===== src/rtl/ctrl_pkg.sv =====
// Shared encodings for the multicycle controller: opcodes, ALU operations,
// FSM states, instruction classes and datapath mux selects.
package ctrl_pkg;

  localparam int OPCODE_W = 6;

  localparam logic [5:0] OP_AND  = 6'b100000;
  localparam logic [5:0] OP_LW   = 6'b100011;
  localparam logic [5:0] OP_SW   = 6'b101011;
  localparam logic [5:0] OP_JR   = 6'b001000;
  localparam logic [5:0] OP_JAL  = 6'b000011;
  localparam logic [5:0] OP_NOR  = 6'b100110;
  localparam logic [5:0] OP_NORI = 6'b001110;
  localparam logic [5:0] OP_NOT  = 6'b010100;
  localparam logic [5:0] OP_BLEU = 6'b010000;
  localparam logic [5:0] OP_ROLV = 6'b000000;
  localparam logic [5:0] OP_RORV = 6'b000010;

  typedef enum logic [4:0] {
    ALU_ADD  = 5'd0,
    ALU_AND  = 5'd1,
    ALU_NOR  = 5'd2,
    ALU_ROLV = 5'd3,
    ALU_RORV = 5'd4,
    ALU_LEU  = 5'd5
  } alu_op_t;

  typedef enum logic [3:0] {
    S_IDLE    = 4'd0,
    S_FETCH   = 4'd1,
    S_DECODE  = 4'd2,
    S_EXEC_R  = 4'd3,
    S_EXEC_I  = 4'd4,
    S_RWB     = 4'd5,
    S_IWB     = 4'd6,
    S_MEMADDR = 4'd7,
    S_MEMRD   = 4'd8,
    S_MEMWB   = 4'd9,
    S_MEMWR   = 4'd10,
    S_BRANCH  = 4'd11,
    S_JUMP    = 4'd12
  } state_t;

  typedef enum logic [2:0] {
    CLS_R   = 3'd0,
    CLS_I   = 3'd1,
    CLS_LW  = 3'd2,
    CLS_SW  = 3'd3,
    CLS_BR  = 3'd4,
    CLS_JR  = 3'd5,
    CLS_JAL = 3'd6,
    CLS_ILL = 3'd7
  } ins_class_t;

  localparam logic [1:0] PCSRC_ALU    = 2'b00;
  localparam logic [1:0] PCSRC_ALUOUT = 2'b01;
  localparam logic [1:0] PCSRC_JUMP   = 2'b10;
  localparam logic [1:0] PCSRC_RS     = 2'b11;

  localparam logic [1:0] REGDST_RT = 2'b00;
  localparam logic [1:0] REGDST_RD = 2'b01;
  localparam logic [1:0] REGDST_RA = 2'b10;

  localparam logic [1:0] M2R_ALUOUT = 2'b00;
  localparam logic [1:0] M2R_MDR    = 2'b01;
  localparam logic [1:0] M2R_PC     = 2'b10;

  localparam logic [1:0] SRCB_REG    = 2'b00;
  localparam logic [1:0] SRCB_FOUR   = 2'b01;
  localparam logic [1:0] SRCB_ZIMM   = 2'b10;
  localparam logic [1:0] SRCB_BRANCH = 2'b11;

endpackage


===== src/rtl/opcode_decode.sv =====
// Combinational opcode classifier: maps an opcode to its instruction class
// and the ALU operation its execute step needs.
module opcode_decode
  import ctrl_pkg::*;
(
  input  logic [OPCODE_W-1:0] opcode,
  output ins_class_t          ins_class,
  output alu_op_t             alu_op
);

  always_comb begin
    ins_class = CLS_ILL;
    alu_op    = ALU_ADD;
    case (opcode)
      OP_AND:         begin ins_class = CLS_R;   alu_op = ALU_AND;  end
      OP_NOR, OP_NOT: begin ins_class = CLS_R;   alu_op = ALU_NOR;  end
      OP_ROLV:        begin ins_class = CLS_R;   alu_op = ALU_ROLV; end
      OP_RORV:        begin ins_class = CLS_R;   alu_op = ALU_RORV; end
      OP_NORI:        begin ins_class = CLS_I;   alu_op = ALU_NOR;  end
      OP_LW:          begin ins_class = CLS_LW;  alu_op = ALU_ADD;  end
      OP_SW:          begin ins_class = CLS_SW;  alu_op = ALU_ADD;  end
      OP_BLEU:        begin ins_class = CLS_BR;  alu_op = ALU_LEU;  end
      OP_JR:          begin ins_class = CLS_JR;  alu_op = ALU_ADD;  end
      OP_JAL:         begin ins_class = CLS_JAL; alu_op = ALU_ADD;  end
      default:        begin ins_class = CLS_ILL; alu_op = ALU_ADD;  end
    endcase
  end

endmodule


===== src/rtl/multicycle_control.sv =====
// Multicycle control FSM: steps each instruction through fetch/decode/execute/
// memory/writeback and drives the datapath strobes for every step.
//
//   state   | meaning
//   IDLE    | after reset, all strobes low
//   FETCH   | read instruction at PC, PC+4 (waits on memory)
//   DECODE  | classify opcode, precompute branch target
//   EXEC_R  | register-register ALU op
//   EXEC_I  | nori ALU op with zero-extended immediate
//   RWB/IWB | write ALU result to rd / rt
//   MEMADDR | compute lw/sw effective address
//   MEMRD   | data read (waits on memory)
//   MEMWB   | write loaded data to rt
//   MEMWR   | data write (waits on memory)
//   BRANCH  | bleu conditional PC load
//   JUMP    | jr/jal PC load, jal links $31
module multicycle_control
  import ctrl_pkg::*;
#(
  parameter int INSW   = 32,
  parameter int OPW    = 6,
  parameter int MEM_HS = 1,
  parameter int ALUW   = 5
) (
  input  logic            clk,
  input  logic            reset,
  input  logic [INSW-1:0] ins,
  input  logic            mem_ready,
  output logic            pcWrite,
  output logic            pcWriteCond,
  output logic [1:0]      pcSrc,
  output logic            iorD,
  output logic            memRead,
  output logic            memWrite,
  output logic            irWrite,
  output logic            regWriteEnable,
  output logic [1:0]      regDst,
  output logic [1:0]      memToReg,
  output logic            aluSrcA,
  output logic [1:0]      aluSrcB,
  output logic [ALUW-1:0] aluOp,
  output logic            illegal,
  output logic            retire,
  output logic [3:0]      state
);

  state_t         state_q, state_d;
  logic [OPW-1:0] op_q, op_d, op_sel;
  ins_class_t     cls;
  alu_op_t        dec_alu, alu_op;
  logic           rdy;
  logic           ins_unused;

  assign rdy        = mem_ready || (MEM_HS == 0);
  assign ins_unused = ^ins[INSW-OPW-1:0];

  // In DECODE the live instruction is classified; afterwards only the latched opcode counts.
  assign op_sel = (state_q == S_DECODE) ? ins[INSW-1 -: OPW] : op_q;

  opcode_decode u_decode (
    .opcode    (op_sel),
    .ins_class (cls),
    .alu_op    (dec_alu)
  );

  always_comb begin : next_state
    state_d = state_q;
    op_d    = op_q;
    case (state_q)
      S_IDLE:  state_d = S_FETCH;
      S_FETCH: if (rdy) state_d = S_DECODE;
      S_DECODE: begin
        op_d = op_sel;
        case (cls)
          CLS_R:           state_d = S_EXEC_R;
          CLS_I:           state_d = S_EXEC_I;
          CLS_LW, CLS_SW:  state_d = S_MEMADDR;
          CLS_BR:          state_d = S_BRANCH;
          CLS_JR, CLS_JAL: state_d = S_JUMP;
          default:         state_d = S_FETCH;
        endcase
      end
      S_EXEC_R:  state_d = S_RWB;
      S_EXEC_I:  state_d = S_IWB;
      S_MEMADDR: state_d = (cls == CLS_LW) ? S_MEMRD : S_MEMWR;
      S_MEMRD:   if (rdy) state_d = S_MEMWB;
      S_MEMWR:   if (rdy) state_d = S_FETCH;
      S_RWB, S_IWB, S_MEMWB, S_BRANCH, S_JUMP: state_d = S_FETCH;
      default:   state_d = S_IDLE;
    endcase
  end

  always_ff @(posedge clk) begin
    if (reset) begin
      state_q <= S_IDLE;
      op_q    <= '0;
    end else begin
      state_q <= state_d;
      op_q    <= op_d;
    end
  end

  always_comb begin : strobes
    pcWrite        = 1'b0;
    pcWriteCond    = 1'b0;
    pcSrc          = PCSRC_ALU;
    iorD           = 1'b0;
    memRead        = 1'b0;
    memWrite       = 1'b0;
    irWrite        = 1'b0;
    regWriteEnable = 1'b0;
    regDst         = REGDST_RT;
    memToReg       = M2R_ALUOUT;
    aluSrcA        = 1'b0;
    aluSrcB        = SRCB_REG;
    alu_op         = ALU_ADD;
    illegal        = 1'b0;
    retire         = 1'b0;
    case (state_q)
      S_FETCH: begin
        memRead = 1'b1;
        aluSrcB = SRCB_FOUR;
        irWrite = rdy;
        pcWrite = rdy;
      end
      S_DECODE: begin
        aluSrcB = SRCB_BRANCH;
        illegal = (cls == CLS_ILL);
      end
      S_EXEC_R: begin
        aluSrcA = 1'b1;
        alu_op  = dec_alu;
      end
      S_EXEC_I: begin
        aluSrcA = 1'b1;
        aluSrcB = SRCB_ZIMM;
        alu_op  = dec_alu;
      end
      S_RWB: begin
        regWriteEnable = 1'b1;
        regDst         = REGDST_RD;
        retire         = 1'b1;
      end
      S_IWB: begin
        regWriteEnable = 1'b1;
        retire         = 1'b1;
      end
      S_MEMADDR: begin
        aluSrcA = 1'b1;
        aluSrcB = SRCB_ZIMM;
      end
      S_MEMRD: begin
        memRead = 1'b1;
        iorD    = 1'b1;
      end
      S_MEMWB: begin
        regWriteEnable = 1'b1;
        memToReg       = M2R_MDR;
        retire         = 1'b1;
      end
      S_MEMWR: begin
        memWrite = 1'b1;
        iorD     = 1'b1;
        retire   = rdy;
      end
      S_BRANCH: begin
        aluSrcA     = 1'b1;
        alu_op      = dec_alu;
        pcWriteCond = 1'b1;
        pcSrc       = PCSRC_ALUOUT;
        retire      = 1'b1;
      end
      S_JUMP: begin
        pcWrite = 1'b1;
        retire  = 1'b1;
        if (cls == CLS_JAL) begin
          pcSrc          = PCSRC_JUMP;
          regWriteEnable = 1'b1;
          regDst         = REGDST_RA;
          memToReg       = M2R_PC;
        end else begin
          pcSrc = PCSRC_RS;
        end
      end
      default: ;
    endcase
  end

  assign aluOp = ALUW'(alu_op);
  assign state = state_q;

endmodule


===== config.mk =====
export PLATFORM = sky130hd
export DESIGN_NAME = multicycle_control
export DESIGN_NICKNAME = d
export VERILOG_FILES = /design/src/rtl/ctrl_pkg.sv /design/src/rtl/opcode_decode.sv /design/src/rtl/multicycle_control.sv
export SDC_FILE = /design/constraint.sdc
export NUM_CORES = 1
export LEC_CHECK = 0
export CORE_MARGIN = 3
export CORE_UTILIZATION = 35
export CTS_BUF_LIST = sky130_fd_sc_hd__clkbuf_4 sky130_fd_sc_hd__clkbuf_8
export CTS_CLUSTER_DIAMETER = 150
export DETAILED_ROUTE_END_ITERATION = 6
export PLACE_DENSITY = 0.77
export SYNTH_ARGS = -nofsm -noshare
export SYNTH_HDL_FRONTEND = slang
export SYNTH_SLANG_ARGS = --single-unit

===== constraint.sdc =====
create_clock -name clk -period 3.3 [get_ports clk]
set_clock_uncertainty 0.1 [all_clocks]
set_input_delay 0.99 -clock clk [delete_from_list [all_inputs] [get_ports clk]]
set_output_delay 0.99 -clock clk [all_outputs]
set_load 0.02 [all_outputs]

# Word level (Yosys, flattened, before mapping)
# Cells that the tools add are included.
# word_totals
reg_bits,10
input_bits,35
out_inout_bits,27
word_cells,77
# classes
n_eq_ne,32
mux,27
reduce_logical,16
# ops
op,n
case mux 4 bit (8 select lines),1
equality test 6 bit (second input constant),4
case mux 3 bit (7 select lines),1
equality test 4 bit (second input constant),5
case mux 4 bit (5 select lines),1
equality test 4 x 3 -> 1 bit (second input constant),4
case mux 3 bit (5 select lines),1
equality test 3 bit (second input constant),4
equality test 6 x 2 -> 1 bit (second input constant),2
equality test 6 x 4 -> 1 bit (second input constant),2
equality test 6 x 5 -> 1 bit (second input constant),2
two-way mux 4 bit,3
case mux 2 bit (2 select lines),3
OR reduction 2 bit,5
OR reduction 5 bit,2
two-way mux 1 bit,9
OR reduction 3 bit,3
equality test 4 x 2 -> 1 bit (second input constant),2
equality test 3 x 2 -> 1 bit (second input constant),2
logical NOT 6 bit,1
two-way mux 6 bit,1
inequality test 2 bit (second input constant),3
case mux 1 bit (2 select lines),3
case mux 2 bit (3 select lines),1
other kinds (9),10

# Longest topological paths before layout
# logic_depth
ltp_word,9
depth_mapped,8
depth_no_buf,6

# By module
# From an unflattened synthesis, not the netlist that was laid out.
# hier_totals
cells_unflattened,151
area_unflattened_um2,1129.8
# modules_own_cells
mod,n_inst,cells_each,area_each_um2,seq_area_each_um2
multicycle_control,1,111,842.1,200.2
opcode_decode,1,40,287.8,0.0

# Worst setup path before layout
# OpenSTA, ideal clock, no wires.
# synth_path
path_kind,input to output
start,in ins[30]
end,out regDst[1]
arrival_ns,2.453
required_time_ns,2.210
slack_ns,-0.243
path_stages,4
path_buffers,1
cell_sequence,mux2i_1 > o2111ai_2 > nor3_1 > buf_4
# synth_between
elab_chain_cells,7
elab_cells_between_ends,17
# synth_lines
item,line_no,text
"start, declared",multicycle_control.sv:27,"input logic [INSW-1:0] ins,"
two-way mux 6 bit *,multicycle_control.sv:58,assign op_sel = (state_q == S_DECODE) ? ins[INSW-1 -: OPW] : op_q;
equality test 6 bit (tied with other cells),opcode_decode.sv:14,case (opcode)
OR reduction 5 bit (no line),n/a,
case mux 3 bit (7 select lines) *,opcode_decode.sv:14,
equality test 3 bit *,multicycle_control.sv:176,if (cls == CLS_JAL) begin
two-way mux 2 bit *,multicycle_control.sv:176,
case mux 2 bit (2 select lines) *,multicycle_control.sv:119,case (state_q)
"end, declared",multicycle_control.sv:37,"output logic [1:0] regDst,"
# Every way passes the cells marked *; elsewhere a longest branch is shown, timed or not.

# Final worst setup path
# layout_path
start,in ins[31]
end,out illegal
# layout_between
elab_chain_cells,6
elab_cells_between_ends,16
# layout_lines
item,line_no,text
two-way mux 6 bit *,multicycle_control.sv:58,
equality test 6 bit (tied with other cells),opcode_decode.sv:14,
OR reduction 5 bit (no line),n/a,
case mux 3 bit (7 select lines) *,opcode_decode.sv:14,
equality test 3 bit *,multicycle_control.sv:128,illegal = (cls == CLS_ILL);
two-way mux 1 bit *,multicycle_control.sv:119,
"end, declared",multicycle_control.sv:42,"output logic illegal,"
# Marked as above.

==> results.json <==
{
  "final-hold-violation-count": 0,
  "dr.first_iter.drc_count": 93,
  "ys_dominant_reg_cell": "sky130_fd_sc_hd__dfxtp_1",
  "fin_worst_hold_slack_ps": 681,
  "cts-root-to-sink-buffers": 2,
  "setup_repair_after_global_routing_missed_its_margin": "yes",
  "violations_in_the_final_reports": "negative setup slack",
  "synth_cell_types": 44,
  "antenna_found_initial": 0,
  "initial_core_util": 0.374,
  "r2r-start": "state[2]",
  "final_util": 0.632,
  "worst_skew_pair.late_latency_ps": 270,
  "cp.buffers_inverters": 2,
  "pin_count": 62,
  "area_grow_syn2layout_pct": 69.1,
  "drt-vias-per-instance": 5.34,
  "hp-class": "reg2reg",
  "layout-drive-gt1-share": 0.347,
  "run_status": "complete, but fails checks",
  "worst_setup_slack_after_layout_ps": -40.5,
  "core_area_sq_um": 3100,
  "hold_start": "state[2]",
  "worst_setup_path_startpoint": "ins[31]",
  "worst_setup_path_start_kind": "primary input",
  "timing_worst_setup_path_type": "in2out",
  "placed_area_sq_um": 1770,
  "chipHeight_microns": 63.6,
  "cts_hold_buffers": 0,
  "design_power_total_uw": 862,
  "timing.max_cap.violations": 0,
  "ant_nets": 0,
  "synth.ff_latch_count": 10,
  "post_synth_edffs": 0,
  "timing_max_transition_violations_final": 0,
  "library_cell_contributing_the_largest_single_delay_on_the_critical_path": "sky130_fd_sc_hd__a221o_1",
  "post-dp-hpwl_mm": 2.68,
  "required_ps": 2210,
  "sequential_cell_area_sq_um": 204,
  "overflow": 0,
  "global_route_wire_length_before_repair_mm": 6.17,
  "width_of_the_chip_microns": 63.6,
  "final_period_minus_worst_setup_slack_ps": 3340,
  "grt_max_degree": 18,
  "arrival_ps": 2250,
  "worst_ir_drop_vdd_mv": 0.306,
  "combined_area_of_the_multi_input_logic_cells_sq_um": 1040,
  "cts_made_buffers": 3,
  "synth.largest_area_cell": "sky130_fd_sc_hd__dfxtp_1",
  "yosys_warnings": 0,
  "n_antenna_cell": 0,
  "tritoncts": "built",
  "drt_pass1_iterations": 4,
  "fp.dieArea_sq_um": 4040,
  "numPortBuffers": 33,
  "wire_per_inst_microns": 14.1,
  "critical_path.top_delay_family": "compound AO/OA/AOI/OAI gates",
  "grt_pass1_vias": 1402,
  "path_clk_slew_ps": 70,
  "netlist_top_cells_area": "sky130_fd_sc_hd__dfxtp_1, sky130_fd_sc_hd__nor2_1, sky130_fd_sc_hd__a21oi_1, sky130_fd_sc_hd__nand2_1, sky130_fd_sc_hd__nor2b_1",
  "clkSinkCount": 10,
  "maxClockFrequency_mhz": 299,
  "design_area_sq_um": 1960,
  "gp_congestion": 0.960,
  "route.detailed.drc": 0,
  "synth.cell_area_sq_um": 1160,
  "seq_area_frac_synth": 0.173,
  "finalSetupViolations": 1,
  "most_instantiated_library_cell_after_synthesis": "sky130_fd_sc_hd__nor2_1",
  "wl_mm": 3.98,
  "sequence_of_cells_on_the_critical_path": "buf_12 -> xnor2_4 -> nor4_4 -> a21oi_2 -> nand3_1 -> a221o_1 -> nor2_4 -> buf_6",
  "power.density_cell_area_nw_per_um2": 439,
  "floorplan.rows": 20,
  "n_fill_cell": 269,
  "postSynthAreaPerCell_sq_um": 6.63,
  "route.vias.total": 1510,
  "global_route.usage.total": 0.186,
  "post_synth_inst_count": 175,
  "synth_commonest_cells": "sky130_fd_sc_hd__nor2_1, sky130_fd_sc_hd__nand2_1, sky130_fd_sc_hd__a21oi_1",
  "h-tree-depth": 1,
  "cp_max_fo": 5,
  "power_leakage_nw": 0.787,
  "critPathMaxStageDelay_ps": 420,
  "num-nets-final": 275,
  "min_period_over_period": 1.01,
  "timing.critical_path.to_type": "primary output",
  "async_set_or_reset_register_ratio_after_synthesis": 0,
  "share_of_the_synthesized_area_in_the_top_cell_type": 0.173,
  "cts_root_buf": "sky130_fd_sc_hd__clkbuf_4"
}
cell usage in the layout, fill, tap and decap left out, types with 3 or more instances in the layout:
cell type                          n
sky130_fd_sc_hd__buf_4            36
sky130_fd_sc_hd__nor2_1           23
sky130_fd_sc_hd__clkdlybuf4s50_1  16
sky130_fd_sc_hd__nand2_1          14
sky130_fd_sc_hd__a21oi_1          10
sky130_fd_sc_hd__nor3_1           10
sky130_fd_sc_hd__nor2b_1           9
sky130_fd_sc_hd__nand3_1           9
sky130_fd_sc_hd__buf_6             9
sky130_fd_sc_hd__dfxtp_1           9
sky130_fd_sc_hd__o21ai_0           8
sky130_fd_sc_hd__nand2b_1          7
sky130_fd_sc_hd__a211oi_1          6
sky130_fd_sc_hd__buf_2             6
sky130_fd_sc_hd__and2_1            4
sky130_fd_sc_hd__mux2i_4           3
sky130_fd_sc_hd__xnor2_1           3
sky130_fd_sc_hd__clkbuf_4          3
layer usage:
metal  global-route usage  routed length, microns
met1                0.236                    1690
met5                    0                       0
met4               0.0916                      80
met3               0.0285                     223
met2                0.304                    1990
stage by stage:
step / setup TNS [ps] / setup WS (ps) / instances
detailed placement: -6810 / -960 / 277
global placement: -6740 / -962 / 277
CTS: -142 / -142 / 282
global route: -168 / -76.7 / 283
finish: -40.5 / -40.5 / 283
floorplan: -12.2 / -12.2 / 176
path summary, 6_finish.rpt:
| kind | end | slack [ps] | cells after the start |
|---|---|---|---|
| max | illegal | -40 | 8 |
| min | state[1] | 680 | 3 |
| max reg2reg | state[2] | 990 | 10 |
| min reg2reg | state[1] | 680 | 3 |
cell type report:
cell class | count | area share
multi-input cells | 151 | 0.529
repair buffers | 73 | 0.318
well taps | 44 | 0.0281
clock buffers | 4 | 0.0185
inverters | 1 | 0.00191
flip-flops and latches | 10 | 0.104
flip-flops by register name, indices dropped and copies added (netlist names):
| name | cells |
|---|---|
| op_q | 6 |
| state | 4 |
tightest hold or removal path, delay by kind of cell (launching register included):
kind            cells  cell delay (ps)
flops               1              390
buf+inv             1              170
compound gates      1              110
simple gates        1               70
cell families after synthesis:
| group | share of synthesized area |
|---|---|
| and+or+nand+nor | 0.442 |
| muxes | 0.0345 |
| DFF | 0.173 |
| buffers and inverters | 0.0820 |
| AOI/OAI and AO/OA | 0.235 |
| xor gates and xnor gates | 0.0302 |
| other | 0.00323 |
repair_timing:
action / in CTS / in global routing
setup buffers: 1 / 1
gates cloned: 0 / 1
pin swaps: 5 / 11
gates resized for setup: 62 / 44
setup endpoints to repair: 11 / 9
where the power goes:
group	total [mW]	switching [mW]	internal, mW
Combinational	0.591	0.298	0.293
Sequential	0.161	0.0245	0.136
Clock	0.111	0.0438	0.0670
Power figures use the tool's default switching activity.
